### config.mk
export PLATFORM = sky130hd
export DESIGN_NAME = mem_axi_bridge
export DESIGN_NICKNAME = d
export VERILOG_FILES = /design/src/rtl/mem_axi_bridge.sv
export SDC_FILE = /design/constraint.sdc
export NUM_CORES = 1
export LEC_CHECK = 0
export BUFFER_PORTS_ARGS = -buffer_cell sky130_fd_sc_hd__buf_4
export CORE_ASPECT_RATIO = 1.1
export CORE_UTILIZATION = 45
export DETAILED_ROUTE_END_ITERATION = 7
export PLACE_DENSITY = 0.82
export SLEW_MARGIN = 15
export SYNTH_ARGS = -nofsm -noshare
export SYNTH_HDL_FRONTEND = slang
export SYNTH_SLANG_ARGS = --single-unit
### constraint.sdc
create_clock -name clk -period 1.55 [get_ports clk]
set_input_delay 0.0775 -clock clk [delete_from_list [all_inputs] [get_ports clk]]
set_output_delay 0.0775 -clock clk [all_outputs]
set_load 0.05 [all_outputs]
### src/rtl/mem_axi_bridge.sv
// mem_axi_bridge: turns one single-cycle mem-stage request pulse into one
// AXI4-Lite master transaction and returns a one-cycle response pulse.
// Read data and bus-error status come back with the pulse. AxPROT is
// always 3'b000, so there are no prot ports; the slave side sees it as
// tied off. Only one transaction is ever outstanding.
module mem_axi_bridge #(
  parameter int ADDR_W = 32,
  parameter int DATA_W = 32
) (
  input  logic                clk,
  input  logic                rst,
  // mem-stage side
  input  logic                request_enable,
  input  logic                mode,
  input  logic [ADDR_W-1:0]   addr,
  input  logic [DATA_W-1:0]   wdata,
  input  logic [DATA_W/8-1:0] wstrb,
  output logic                response_enable,
  output logic [DATA_W-1:0]   data,
  output logic                access_fault,
  output logic                protocol_error,
  // AXI AR channel
  output logic [ADDR_W-1:0]   m_axi_araddr,
  output logic                m_axi_arvalid,
  input  logic                m_axi_arready,
  // AXI R channel
  input  logic [DATA_W-1:0]   m_axi_rdata,
  input  logic [1:0]          m_axi_rresp,
  input  logic                m_axi_rvalid,
  output logic                m_axi_rready,
  // AXI AW channel
  output logic [ADDR_W-1:0]   m_axi_awaddr,
  output logic                m_axi_awvalid,
  input  logic                m_axi_awready,
  // AXI W channel
  output logic [DATA_W-1:0]   m_axi_wdata,
  output logic [DATA_W/8-1:0] m_axi_wstrb,
  output logic                m_axi_wvalid,
  input  logic                m_axi_wready,
  // AXI B channel
  input  logic [1:0]          m_axi_bresp,
  input  logic                m_axi_bvalid,
  output logic                m_axi_bready
);

  typedef enum logic [2:0] {
    IDLE,
    RD_ADDR,
    RD_DATA,
    WR_REQ,
    WR_RESP
  } state_e;

  state_e                state_q;
  logic [ADDR_W-1:0]     araddr_q;
  logic [ADDR_W-1:0]     awaddr_q;
  logic [DATA_W-1:0]     wdata_q;
  logic [DATA_W/8-1:0]   wstrb_q;
  logic                  arvalid_q;
  logic                  awvalid_q;
  logic                  wvalid_q;
  logic                  rready_q;
  logic                  bready_q;
  logic                  aw_done_q;
  logic                  w_done_q;
  logic                  response_q;
  logic [DATA_W-1:0]     data_q;
  logic                  fault_q;
  logic                  perr_q;

  // Handshakes on the two write-request channels, which complete independently.
  logic aw_hs;
  logic w_hs;
  assign aw_hs = awvalid_q & m_axi_awready;
  assign w_hs  = wvalid_q & m_axi_wready;

  // Transaction FSM; every output is a register so the AXI side sees clean timing.
  // NOTE: all state here uses non-blocking assignment so every register sees
  // the pre-edge value of every other register, independent of statement order.
  always_ff @(posedge clk) begin
    if (rst) begin
      state_q    <= IDLE;
      araddr_q   <= '0;
      awaddr_q   <= '0;
      wdata_q    <= '0;
      wstrb_q    <= '0;
      arvalid_q  <= 1'b0;
      awvalid_q  <= 1'b0;
      wvalid_q   <= 1'b0;
      rready_q   <= 1'b0;
      bready_q   <= 1'b0;
      aw_done_q  <= 1'b0;
      w_done_q   <= 1'b0;
      response_q <= 1'b0;
      data_q     <= '0;
      fault_q    <= 1'b0;
      perr_q     <= 1'b0;
    end else begin
      response_q <= 1'b0;
      // A request while a transaction is in flight is dropped but remembered.
      if (request_enable && (state_q != IDLE)) begin
        perr_q <= 1'b1;
      end
      case (state_q)
        IDLE: begin
          if (request_enable) begin
            araddr_q  <= addr;
            awaddr_q  <= addr;
            wdata_q   <= wdata;
            wstrb_q   <= wstrb;
            aw_done_q <= 1'b0;
            w_done_q  <= 1'b0;
            if (mode) begin
              awvalid_q <= 1'b1;
              wvalid_q  <= 1'b1;
              state_q   <= WR_REQ;
            end else begin
              arvalid_q <= 1'b1;
              state_q   <= RD_ADDR;
            end
          end
        end
        RD_ADDR: begin
          if (m_axi_arready) begin
            arvalid_q <= 1'b0;
            rready_q  <= 1'b1;
            state_q   <= RD_DATA;
          end
        end
        RD_DATA: begin
          if (m_axi_rvalid && rready_q) begin
            rready_q   <= 1'b0;
            data_q     <= m_axi_rdata;
            fault_q    <= |m_axi_rresp;
            response_q <= 1'b1;
            state_q    <= IDLE;
          end
        end
        WR_REQ: begin
          if (aw_hs) begin
            awvalid_q <= 1'b0;
            aw_done_q <= 1'b1;
          end
          if (w_hs) begin
            wvalid_q <= 1'b0;
            w_done_q <= 1'b1;
          end
          // Both channels done, counting a handshake landing on this very edge.
          if ((aw_done_q || aw_hs) && (w_done_q || w_hs)) begin
            bready_q <= 1'b1;
            state_q  <= WR_RESP;
          end
        end
        WR_RESP: begin
          if (m_axi_bvalid && bready_q) begin
            bready_q   <= 1'b0;
            data_q     <= '0;
            fault_q    <= |m_axi_bresp;
            response_q <= 1'b1;
            state_q    <= IDLE;
          end
        end
        default: state_q <= IDLE;
      endcase
    end
  end

  assign m_axi_araddr    = araddr_q;
  assign m_axi_arvalid   = arvalid_q;
  assign m_axi_rready    = rready_q;
  assign m_axi_awaddr    = awaddr_q;
  assign m_axi_awvalid   = awvalid_q;
  assign m_axi_wdata     = wdata_q;
  assign m_axi_wstrb     = wstrb_q;
  assign m_axi_wvalid    = wvalid_q;
  assign m_axi_bready    = bready_q;
  assign response_enable = response_q;
  assign data            = data_q;
  assign access_fault    = fault_q;
  assign protocol_error  = perr_q;

endmodule

# After elaboration in Yosys (flattened, before gate mapping)
# Index checks and enable logic that the tools add are counted.
# op_classes
bitwise	2
reduce_logical	25
n_eq_ne	13
n_mux	37
# op_table
operator	n
32-bit two-way mux	2
32-bit one-hot mux with 2 select lines	1
1-bit two-way mux	18
2-bit != test, second input constant	9
1-bit one-hot mux with 2 select lines	9
3-bit two-way mux	5
3-bit one-hot mux with 5 select lines	1
3-bit AND reduction	5
4-bit AND reduction	3
2-bit nonzero test	5
3-bit by 2-bit == test with 1-bit output, second input constant	2
5-bit AND reduction	1
1-bit logical AND	4
2-bit OR reduction	2
3-bit by 1-bit == test with 1-bit output, second input constant	1
3-bit == test, second input constant	1
3-bit zero test	1
3-bit nonzero test	1
1-bit AND	2
1-bit logical OR	2
2-bit two-way mux	1
2-bit AND reduction	1
# word_totals
in_bits	113
register_bits	113
wordCells	92
out_inout_bits	140

# Depth between registers and ports, before layout
# Gate-level depths: netlist (run 1).
# logic_depth
ltp_word	5
ltp_mapped	7
mapped_depth_nobuf	4

# Worst setup path after synthesis (run 1)
# OpenSTA, ideal clock, no wires.
# synth_path
path_kind	register to register
startpoint	reg rready_q (netlist: m_axi_rready)
endpoint	reg data_q[10] (netlist: data[10])
t_required_ns	1.429
stages_incl_launch_ff	6
setup_ns	0.121
t_arrival_ns	1.500
setup_slack_ns	-0.071
n_path_buf	1
period_less_slack_ns	1.621
path_cell_list	dfxtp_1 nand2_1 a31oi_4 nand2_2 buf_4 mux2i_1
# synth_between
elab_chain_len	3
# synth_lines
element	line_no	rtl
start: declaration	62	logic rready_q;
start signal: assignment	90	rready_q <= 1'b0;
start signal: assignment	126	rready_q <= 1'b1;
start signal: assignment	132	rready_q <= 1'b0;
1-bit logical AND	131	if (m_axi_rvalid && rready_q) begin
2-bit != test (no source line)	--	
3-bit AND reduction (no source line)	--	
end signal: assignment	133	data_q <= m_axi_rdata;
end: declaration	67	logic [DATA_W-1:0] data_q;
# Every way passes these cells.
# A chain may end at the register's enable or synchronous reset.

# Final worst setup path (run 1)
# layout_path
startpoint	reg state_q[2]
endpoint	reg awaddr_q[1] (netlist: m_axi_awaddr[1])
# layout_between
elab_chain_len	2
# layout_lines
element	line_no	rtl
start: declaration	54	state_e state_q;
start signal: assignment	82	state_q <= IDLE;
start signal: assignment	116	state_q <= WR_REQ;
start signal: assignment	119	state_q <= RD_ADDR;
3-bit zero test	104	case (state_q)
2-bit AND reduction (no source line)	--	
end signal: assignment	108	awaddr_q <= addr;
end: declaration	56	logic [ADDR_W-1:0] awaddr_q;
# Every way passes these cells.

==> results of run 1 <==
cells in the mapped netlist (2+ instances only):
| cell type | n |
|---|---|
| buf_2 | 4 |
| nand2_2 | 2 |
| clkbuf_1 | 16 |
| dfxtp_1 | 113 |
| buf_6 | 11 |
| a22oi_1 | 2 |
| buf_4 | 37 |
| a31oi_1 | 3 |
| nor3_1 | 5 |
| nand2_1 | 177 |
| nand2b_1 | 33 |
| or3_1 | 2 |
| o31ai_1 | 2 |
| inv_1 | 3 |
| a21oi_1 | 77 |
| mux2i_1 | 33 |
| nor2_1 | 8 |
worst min-delay path, stage by stage:
cell and delay [ns]:
buf_4 0.07, or3_1 0.09, o31ai_1 0.07, a211oi_1 0.21
per-layer routing:
metal | track usage | up-vias | part of all wire
met5 | 0 | - | 0
met4 | 0.235 | 0 | 0.064
met3 | 0.0989 | 103 | 0.077
met2 | 0.571 | 284 | 0.51
met1 | 0.291 | 2371 | 0.35
li1 | - | 2397 | -
where the power goes:
part	internal [mW]	leakage (nW)	switching, mW
Clock	2.68	0.297	1.31
Combinational	1.10	2.64	1.82
Sequential	3.15	0.924	0.168
Total	6.92	3.86	3.30
what timing repair did:
action                                  4_1_cts  5_1_grt
gates cloned                                  0        4
gates resized for setup                       1       15
endpoints found under the setup margin       32       33
pin swaps                                     0        3
endpoints found under the hold margin       112        0
setup buffers                                 0        1
hold buffers                                110        0
per-stage QoR:
step | util | power, mW | setup WS, ns
finish | 0.822 | 10.2 | 0.0346
global placement | 0.634 | 5.82 | -0.161
CTS | 0.807 | 10.1 | 0.0520
floorplan | - | 5.14 | 0.0567
global route | 0.822 | 10.6 | -0.0463
detailed placement | 0.634 | 5.86 | -0.240
registers in the layout, indices dropped and copies added (netlist names):
| signal | flops |
|---|---|
| m_axi_wstrb | 4 |
| m_axi_bready | 1 |
| w_done_q | 1 |
| state_q | 3 |
| data | 32 |
| m_axi_awvalid | 1 |
| response_enable | 1 |
| m_axi_arvalid | 1 |
| protocol_error | 1 |
| access_fault | 1 |
| m_axi_awaddr | 32 |
| m_axi_rready | 1 |
| aw_done_q | 1 |
| m_axi_wvalid | 1 |
| m_axi_wdata | 32 |
cell type report:
type	instances	area, sq um
diodes	3	7.51
well taps	120	150
clock buffers	21	449
flip-flops and latches	113	2260
repair buffers	377	3230
multi-input cells	359	1900
inverters	3	11.3
clock inverters	11	160
fillers	534	1770
logic make-up (layout without fill, tap and decap cells):
| kind of cell | Yosys count | after routing | synth area share |
|---|---|---|---|
| buffers and inverters | 72 | 412 | 0.110 |
| other | 0 | 3 | 0 |
| multiplexers | 33 | 33 | 0.0714 |
| flip-flops | 113 | 113 | 0.489 |
| AND/OR/NAND/NOR | 234 | 235 | 0.219 |
| AO/OA/AOI/OAI | 91 | 91 | 0.110 |
how the worst min path moves through the flow:
stage / from / end / cells after the start
2_1_floorplan: m_axi_bvalid / m_axi_bready / 1
5_1_grt: m_axi_bresp[1] / access_fault / 4
6_report: m_axi_bresp[1] / access_fault / 4
3_3_place_gp: m_axi_bvalid / m_axi_bready / 2
3_5_place_dp: m_axi_wready / m_axi_wvalid / 2
4_1_cts: m_axi_bresp[0] / access_fault / 4
==> impl_metrics.json, run 1 <==
{
  "rows": 38,
  "finalSetupViolations": 0,
  "cp-start-kind": "flip-flop",
  "synth_flop_cell": "dfxtp_1",
  "drv_slew": 0,
  "die_width_microns": 98.7,
  "clock_path_buffers": 2,
  "irDropWorstVdd_v": 0.000838,
  "io_pins": 253,
  "core-area_sq_mm": 0.00994,
  "powerDensity_mw_per_mm2": 1250,
  "clock_skew_ns": 0.00653,
  "place_inst": 857,
  "drt_iter0_markers": 255,
  "crit_arrival_ns": 1.96,
  "relSlewSlack": 0.651,
  "async_reset_ff_frac": 0,
  "final_cells": 1007,
  "rrSetupSlack_ns": 0.03,
  "grt_overflow": 0,
  "vias_per_cell": 5.12,
  "r2r-end": "m_axi_awaddr[1]",
  "yosysTopAreaCell": "dfxtp_1",
  "cp-startpoint": "state_q[2]",
  "endpoint_kind": "flip-flop",
  "worst_pin_slew_ns": 0.522,
  "synthTopCellsByArea": "dfxtp_1, nand2_1, a21oi_1",
  "status": "finished, final reports clean",
  "place_congestion": 0.811,
  "syn_nets": 656,
  "io_buffers": 252,
  "rr_startpoint": "state_q[2]",
  "required_ns": 1.99,
  "ys_warn_count": 0,
  "final_common_cell": "buf_4",
  "synth-seq-area-share": 0.489,
  "grt_pass1_wl_microns": 25400,
  "numCtsBuffers": 17,
  "antenna_left": 0,
  "ys_ff_latch": 113,
  "synth_top_cell_area_share": 0.489,
  "wl_per_cell_microns": 17.6,
  "clk_pin_slew_ns": 0.05,
  "cp_top_family": "simple AND/OR/NAND/NOR gates",
  "r2r_cells": 7,
  "period_minus_slack_ns": 1.52,
  "place_area_sq_mm": 0.00630,
  "finalHoldViolCount": 0,
  "wl_microns": 17700,
  "setup_tns_ns": 0,
  "synth_cell_types": 32,
  "cts.sinks": 113,
  "h-tree-depth": 4,
  "path_class": "reg -> reg",
  "die_y_microns": 108,
  "synthToLayoutAreaGrowth_pct": 76.7,
  "synthCells": 543,
  "p_leak_nw": 3.86,
  "initial_core_util": 0.465,
  "worst_path_max_delay_cell": "dfxtp_1",
  "antenna_found_initial": 3,
  "vias": 5155,
  "drive_gt1_frac": 0.356,
  "grt_max_degree": 115,
  "netlist_area_sq_mm": 0.00462,
  "dieArea_sq_mm": 0.0107,
  "cts_tree": "done",
  "synth_edf_count": 0,
  "maxCapViolCount": 0,
  "postLayoutCellArea_sq_mm": 0.00817,
  "synth.avg_cell_area_sq_um": 8.52,
  "cp_num_buf_inv": 3,
  "worstPathCellList": "buf_6, nor3_4, and2_4, buf_12, buf_8, nand2_1, a21oi_1",
  "worstSkewPairLatency_ns": 0.51,
  "groute.usage.overall": 0.312,
  "slowest_delay_ns": 0.32,
  "finalNetCount": 984,
  "whs_ns": 0.0591,
  "layout_common_cells": "buf_4, nand2_1, dfxtp_1",
  "cts_root_buf": "clkbuf_8",
  "min_path_type": "in -> reg",
  "crit_end": "m_axi_awaddr[1]",
  "drc": 0,
  "min_period_over_period": 0.978,
  "first_pass_iters": 5,
  "grt_pass1_vias": 5087,
  "cp.depth": 7,
  "path_max_fanout": 10,
  "dp_hpwl_microns": 8950,
  "timing.fmax_ghz": 0.660
}
Power figures use the tool's default switching activity.
==> run 2: changes to the inputs <==
--- a/config.mk
+++ b/config.mk
@@ -5,7 +5,7 @@
 export SDC_FILE = /design/constraint.sdc
 export NUM_CORES = 1
 export LEC_CHECK = 0
-export BUFFER_PORTS_ARGS = -buffer_cell sky130_fd_sc_hd__buf_4
+export BUFFER_PORTS_ARGS = -buffer_cell sky130_fd_sc_hd__buf_2
 export CORE_ASPECT_RATIO = 1.1
 export CORE_UTILIZATION = 45
 export DETAILED_ROUTE_END_ITERATION = 7
==> run 2 against run 1 <==
Compared with the run above:
- first-iteration DRC count grew 32%
- clock-buffer cell count is 3 lower
- global-route usage is 1.1 points lower
- critical endpoint is now m_axi_wdata[15]
- largest cell class unchanged
- largest power group unchanged
- highest routed layer unchanged
==> impl_metrics.json, run 2 (synthesized netlist as in run 1, its figures left out) <==
{
  "status": "finished, final reports clean",
  "finalSetupViolations": 0,
  "crit_arrival_ns": 1.88,
  "period_minus_slack_ns": 1.48,
  "synthToLayoutAreaGrowth_pct": 61.8,
  "drt_iter0_markers": 336,
  "worst_path_max_delay_cell": "dfxtp_1",
  "drv_slew": 0,
  "rr_startpoint": "state_q[1]",
  "antenna_found_initial": 1,
  "final_common_cell": "buf_2",
  "h-tree-depth": 4,
  "cp-start-kind": "flip-flop",
  "maxCapViolCount": 0,
  "min_path_type": "in -> reg",
  "finalNetCount": 988,
  "r2r_cells": 5,
  "grt_overflow": 0,
  "dieArea_sq_mm": 0.0107,
  "core-area_sq_mm": 0.00994,
  "io_buffers": 252,
  "finalHoldViolCount": 0,
  "grt_max_degree": 74,
  "timing.fmax_ghz": 0.674,
  "path_class": "reg -> reg",
  "wl_per_cell_microns": 16.1,
  "min_period_over_period": 0.958,
  "die_y_microns": 108,
  "clock_path_buffers": 2,
  "first_pass_iters": 7,
  "vias": 5133,
  "groute.usage.overall": 0.300,
  "cts_root_buf": "clkbuf_8",
  "drc": 0,
  "setup_tns_ns": 0,
  "endpoint_kind": "flip-flop",
  "worstSkewPairLatency_ns": 0.50,
  "required_ns": 1.94,
  "min-delay-start": "m_axi_bresp[1]",
  "worst_pin_slew_ns": 0.375,
  "slowest_delay_ns": 0.38,
  "vias_per_cell": 5.09,
  "place_congestion": 0.809,
  "cts_tree": "done",
  "layout_common_cells": "buf_2, nand2_1, dfxtp_1, dlygate4sd3_1, a21oi_1",
  "initial_core_util": 0.465,
  "worstPathCellList": "nor3_4, and2_4, buf_12, nand2_1, a21oi_1",
  "clock_skew_ns": 0.0116,
  "p_leak_nw": 3.74,
  "crit_end": "m_axi_wdata[15]",
  "io_pins": 253,
  "cts.sinks": 113,
  "antenna_left": 0,
  "grt_pass1_vias": 5031,
  "rsz0062_at_grt": "false",
  "grt_pass1_wl_microns": 24700,
  "rows": 38,
  "drive_gt1_frac": 0.356,
  "dp_hpwl_microns": 8370,
  "numCtsBuffers": 17,
  "wl_microns": 16200,
  "path_max_fanout": 21,
  "irDropWorstVdd_v": 0.000692,
  "rrSetupSlack_ns": 0.07,
  "cp-startpoint": "state_q[1]",
  "whs_ns": 0.0767,
  "powerDensity_mw_per_mm2": 1300,
  "r2r-end": "m_axi_wdata[15]",
  "relSlewSlack": 0.750,
  "die_width_microns": 98.7,
  "clk_pin_slew_ns": 0.06
}
run 2: layout make-up:
cell class	count	area (sq um)
Clock buffer	18	428
Inverter	3	11.3
Multi-Input combinational cell	358	1850
Fill cell	621	2450
Antenna cell	1	2.50
Sequential cell	113	2270
Timing Repair Buffer	382	2620
Tap cell	120	150
Clock inverter	14	156
run 2: worst min-delay path by stage:
stage | endpoint | slack, ns | depth (start not counted)
global placement | access_fault | 0.31 | 2
global route | access_fault | 0.08 | 4
finish | access_fault | 0.08 | 4
detailed placement | access_fault | 0.32 | 2
CTS | access_fault | 0.06 | 4
floorplan | m_axi_bready | 0.19 | 1
run 2: timing repair:
| item | in CTS | in global routing |
|---|---|---|
| setup buffers | 0 | 3 |
| setup endpoints to repair | 0 | 24 |
| hold endpoints to repair | 111 | 0 |
| hold buffers | 110 | 0 |
| gates resized for setup | 0 | 2 |
run 2: through the flow:
stage	util	cells	power (mW)	area [sq um]	worst slack, ns
finish	0.753	1009	9.70	7480	0.0652
global route	0.753	1009	10.1	7480	0.0145
CTS	0.748	1005	9.64	7430	0.0765
detailed placement	0.578	863	5.63	5750	0.0709
global placement	0.578	863	5.60	5750	0.0967
floorplan	-	543	5.14	4630	0.0567
run 2: critical path: cells and delay by family (launching register included):
family	cells	cell delay, ns
and+or+nand+nor	3	0.58
DFF	1	0.38
buffers and inverters	1	0.17
AOI/OAI and AO/OA	1	0.24
run 2: power by group:
| part | total (mW) | leakage, nW | switching [mW] | internal (mW) |
|---|---|---|---|---|
| sequential | 3.30 | 0.925 | 0.157 | 3.14 |
| combinational | 2.62 | 2.54 | 1.77 | 0.846 |
| clock | 3.78 | 0.274 | 1.44 | 2.35 |
run 2: routing by layer:
metal / share of wire / up-vias / routed length (microns) / global-route usage
li1: - / 2407 / - / -
met1: 0.36 / 2342 / 5820 / 0.305
met4: 0.058 / 0 / 938 / 0.216
met5: 0 / - / 0 / 0
met2: 0.51 / 297 / 8300 / 0.526
met3: 0.071 / 87 / 1160 / 0.0937
==> run 3: changes to the inputs <==
--- a/config.mk
+++ b/config.mk
@@ -9,6 +9,7 @@
 export CORE_ASPECT_RATIO = 1.1
 export CORE_UTILIZATION = 45
 export DETAILED_ROUTE_END_ITERATION = 7
+export GPL_TIMING_DRIVEN = 0
 export PLACE_DENSITY = 0.82
 export SLEW_MARGIN = 15
 export SYNTH_ARGS = -nofsm -noshare
==> run 3 against run 2 <==
Compared with the run above:
- the run now ends with negative setup slack left
- non-clock buffer count is 52 higher
- via count increased by 10%
- clock-buffer cell count is the same
- global-route usage up 4.3 points
- clock power up 6.6%
- critical endpoint is now m_axi_wdata[28]
- highest routed layer unchanged
==> impl_metrics.json, run 3 (synthesized netlist as in run 1, its figures left out) <==
{
  "first_pass_iters": 6,
  "utilization": 0.801,
  "finalHoldViolCount": 0,
  "place_congestion": 0.816,
  "rows": 38,
  "antenna_found_initial": 4,
  "dieArea_sq_mm": 0.0107,
  "grt_pass1_vias": 5546,
  "io_pins": 253,
  "drt_iter0_markers": 384,
  "io_buffers": 252,
  "required_ns": 1.97,
  "finalNetCount": 1040,
  "crit_path_frequent_cell": "clkbuf_16",
  "path_max_fanout": 10,
  "vias": 5665,
  "final_common_cell": "buf_2",
  "violations": "negative setup slack",
  "path_class": "reg -> reg",
  "core-area_sq_mm": 0.00994,
  "wl_microns": 20100,
  "rsz0062_at_grt": "true",
  "h-tree-depth": 4,
  "dp_hpwl_microns": 9640,
  "cp-startpoint": "state_q[2]",
  "wl_per_cell_microns": 18.9,
  "endpoint_kind": "flip-flop",
  "irDropWorstVdd_v": 0.000820,
  "rr_startpoint": "state_q[2]",
  "min-delay-start": "rst",
  "drv_slew": 0,
  "grt_pass1_wl_microns": 28100,
  "timing.final.ws_setup_ns": -0.0951,
  "worst_path_max_delay_cell": "dfxtp_1",
  "timing.fmax_ghz": 0.608,
  "whs_ns": 0.0343,
  "clock_skew_ns": 0.0156,
  "antenna_left": 0,
  "setup_tns_ns": -0.161,
  "maxCapViolCount": 0,
  "cts.sinks": 113,
  "grt_overflow": 0,
  "die_y_microns": 108,
  "min_period_over_period": 1.06,
  "worst_pin_slew_ns": 0.645,
  "vias_per_cell": 5.33,
  "crit_arrival_ns": 2.07,
  "post_cts_buffers": 0,
  "relSlewSlack": 0.570,
  "clock_path_buffers": 2,
  "finalSetupViolations": 4,
  "min_path_type": "in -> reg",
  "final_cells": 1062,
  "pre_cts_ws_ns": -0.00895,
  "place_inst": 915,
  "period_minus_slack_ns": 1.65,
  "clk_pin_slew_ns": 0.06,
  "powerDensity_mw_per_mm2": 1290,
  "die_width_microns": 98.7,
  "numCtsBuffers": 17,
  "p_leak_nw": 4.00,
  "slowest_delay_ns": 0.30,
  "worstSkewPairLatency_ns": 0.51,
  "layout_common_cells": "buf_2, nand2_1, dfxtp_1",
  "synthToLayoutAreaGrowth_pct": 72.2,
  "r2r-end": "m_axi_wdata[28]",
  "r2r_cells": 7,
  "groute.usage.overall": 0.343,
  "initial_core_util": 0.465,
  "cp-start-kind": "flip-flop",
  "crit_end": "m_axi_wdata[28]",
  "status": "finished with violations",
  "drc": 0,
  "grt_max_degree": 17,
  "cts_tree": "done",
  "worstPathCellList": "buf_6, nor3_4, and2_4, clkbuf_16, clkbuf_16, nand2_1, a21oi_2",
  "drive_gt1_frac": 0.400,
  "cts_root_buf": "clkbuf_8",
  "rrSetupSlack_ns": -0.1
}
[run 3: cell count changes in the layout (fill, tap and decap cells not counted), sizes merged]
cell / before / now
clkinvlp: 4 / 2
dlygate4sd3: 110 / 111
inv: 6 / 7
clkbuf: 18 / 36
bufinv: 2 / 3
diode: 1 / 2
buf: 272 / 305
[run 3: how the worst min path moves through the flow]
stage                               to  depth (start not counted)
after CTS                     data[31]                          4
after floorplan           m_axi_bready                          1
final                         data[31]                          4
after detailed placement  m_axi_bready                          2
after global placement    m_axi_bready                          2
after global routing          data[31]                          4
[run 3: what timing repair did]
| item | in CTS | in global routing |
|---|---|---|
| pin swaps | 0 | 7 |
| hold buffers | 111 | 0 |
| resized for setup | 1 | 45 |
| endpoints found under the setup margin | 5 | 79 |
| hold endpoints to repair | 111 | 0 |
| gates cloned | 0 | 2 |
[run 3: worst max-delay path, delay by kind of cell, from the launching register on]
family	cells	cell delay, ns
simple gates	3	0.65
buf+inv	3	0.42
flops	1	0.30
compound gates	1	0.19
[run 3: routing by layer]
metal	up-vias	part of all wire	GRT usage	routed length [microns]
li1	2509	-	-	-
met1	2591	0.33	0.327	6630
met2	402	0.49	0.595	9760
met3	163	0.11	0.149	2120
met4	0	0.078	0.248	1570
met5	-	0	0	0
[run 3: area by class of cell]
| cell class | count | area, sq um |
|---|---|---|
| Fill cell | 567 | 1970 |
| Clock buffer | 18 | 428 |
| Timing Repair Buffer | 365 | 2420 |
| Tap cell | 120 | 150 |
| Antenna cell | 2 | 5.00 |
| Buffer | 69 | 544 |
| Inverter | 3 | 11.3 |
| Multi-Input combinational cell | 358 | 1960 |
| Sequential cell | 113 | 2260 |
| Clock inverter | 14 | 180 |
[run 3: report_power, final]
part           total, mW  internal [mW]  leakage, nW  switching [mW]
Clock               4.03           2.52        0.293            1.51
Combinational       2.90          0.972         2.78            1.93
Sequential          3.31           3.14        0.924           0.166
Total               10.2           6.64         4.00            3.60
[run 3: metrics by stage]
step | area, sq um | power [mW]
6_report | 7960 | 10.2
5_1_grt | 7960 | 10.5
4_1_cts | 7760 | 9.92
3_5_place_dp | 6040 | 5.74
3_3_place_gp | 6040 | 5.72
2_1_floorplan | 4630 | 5.14
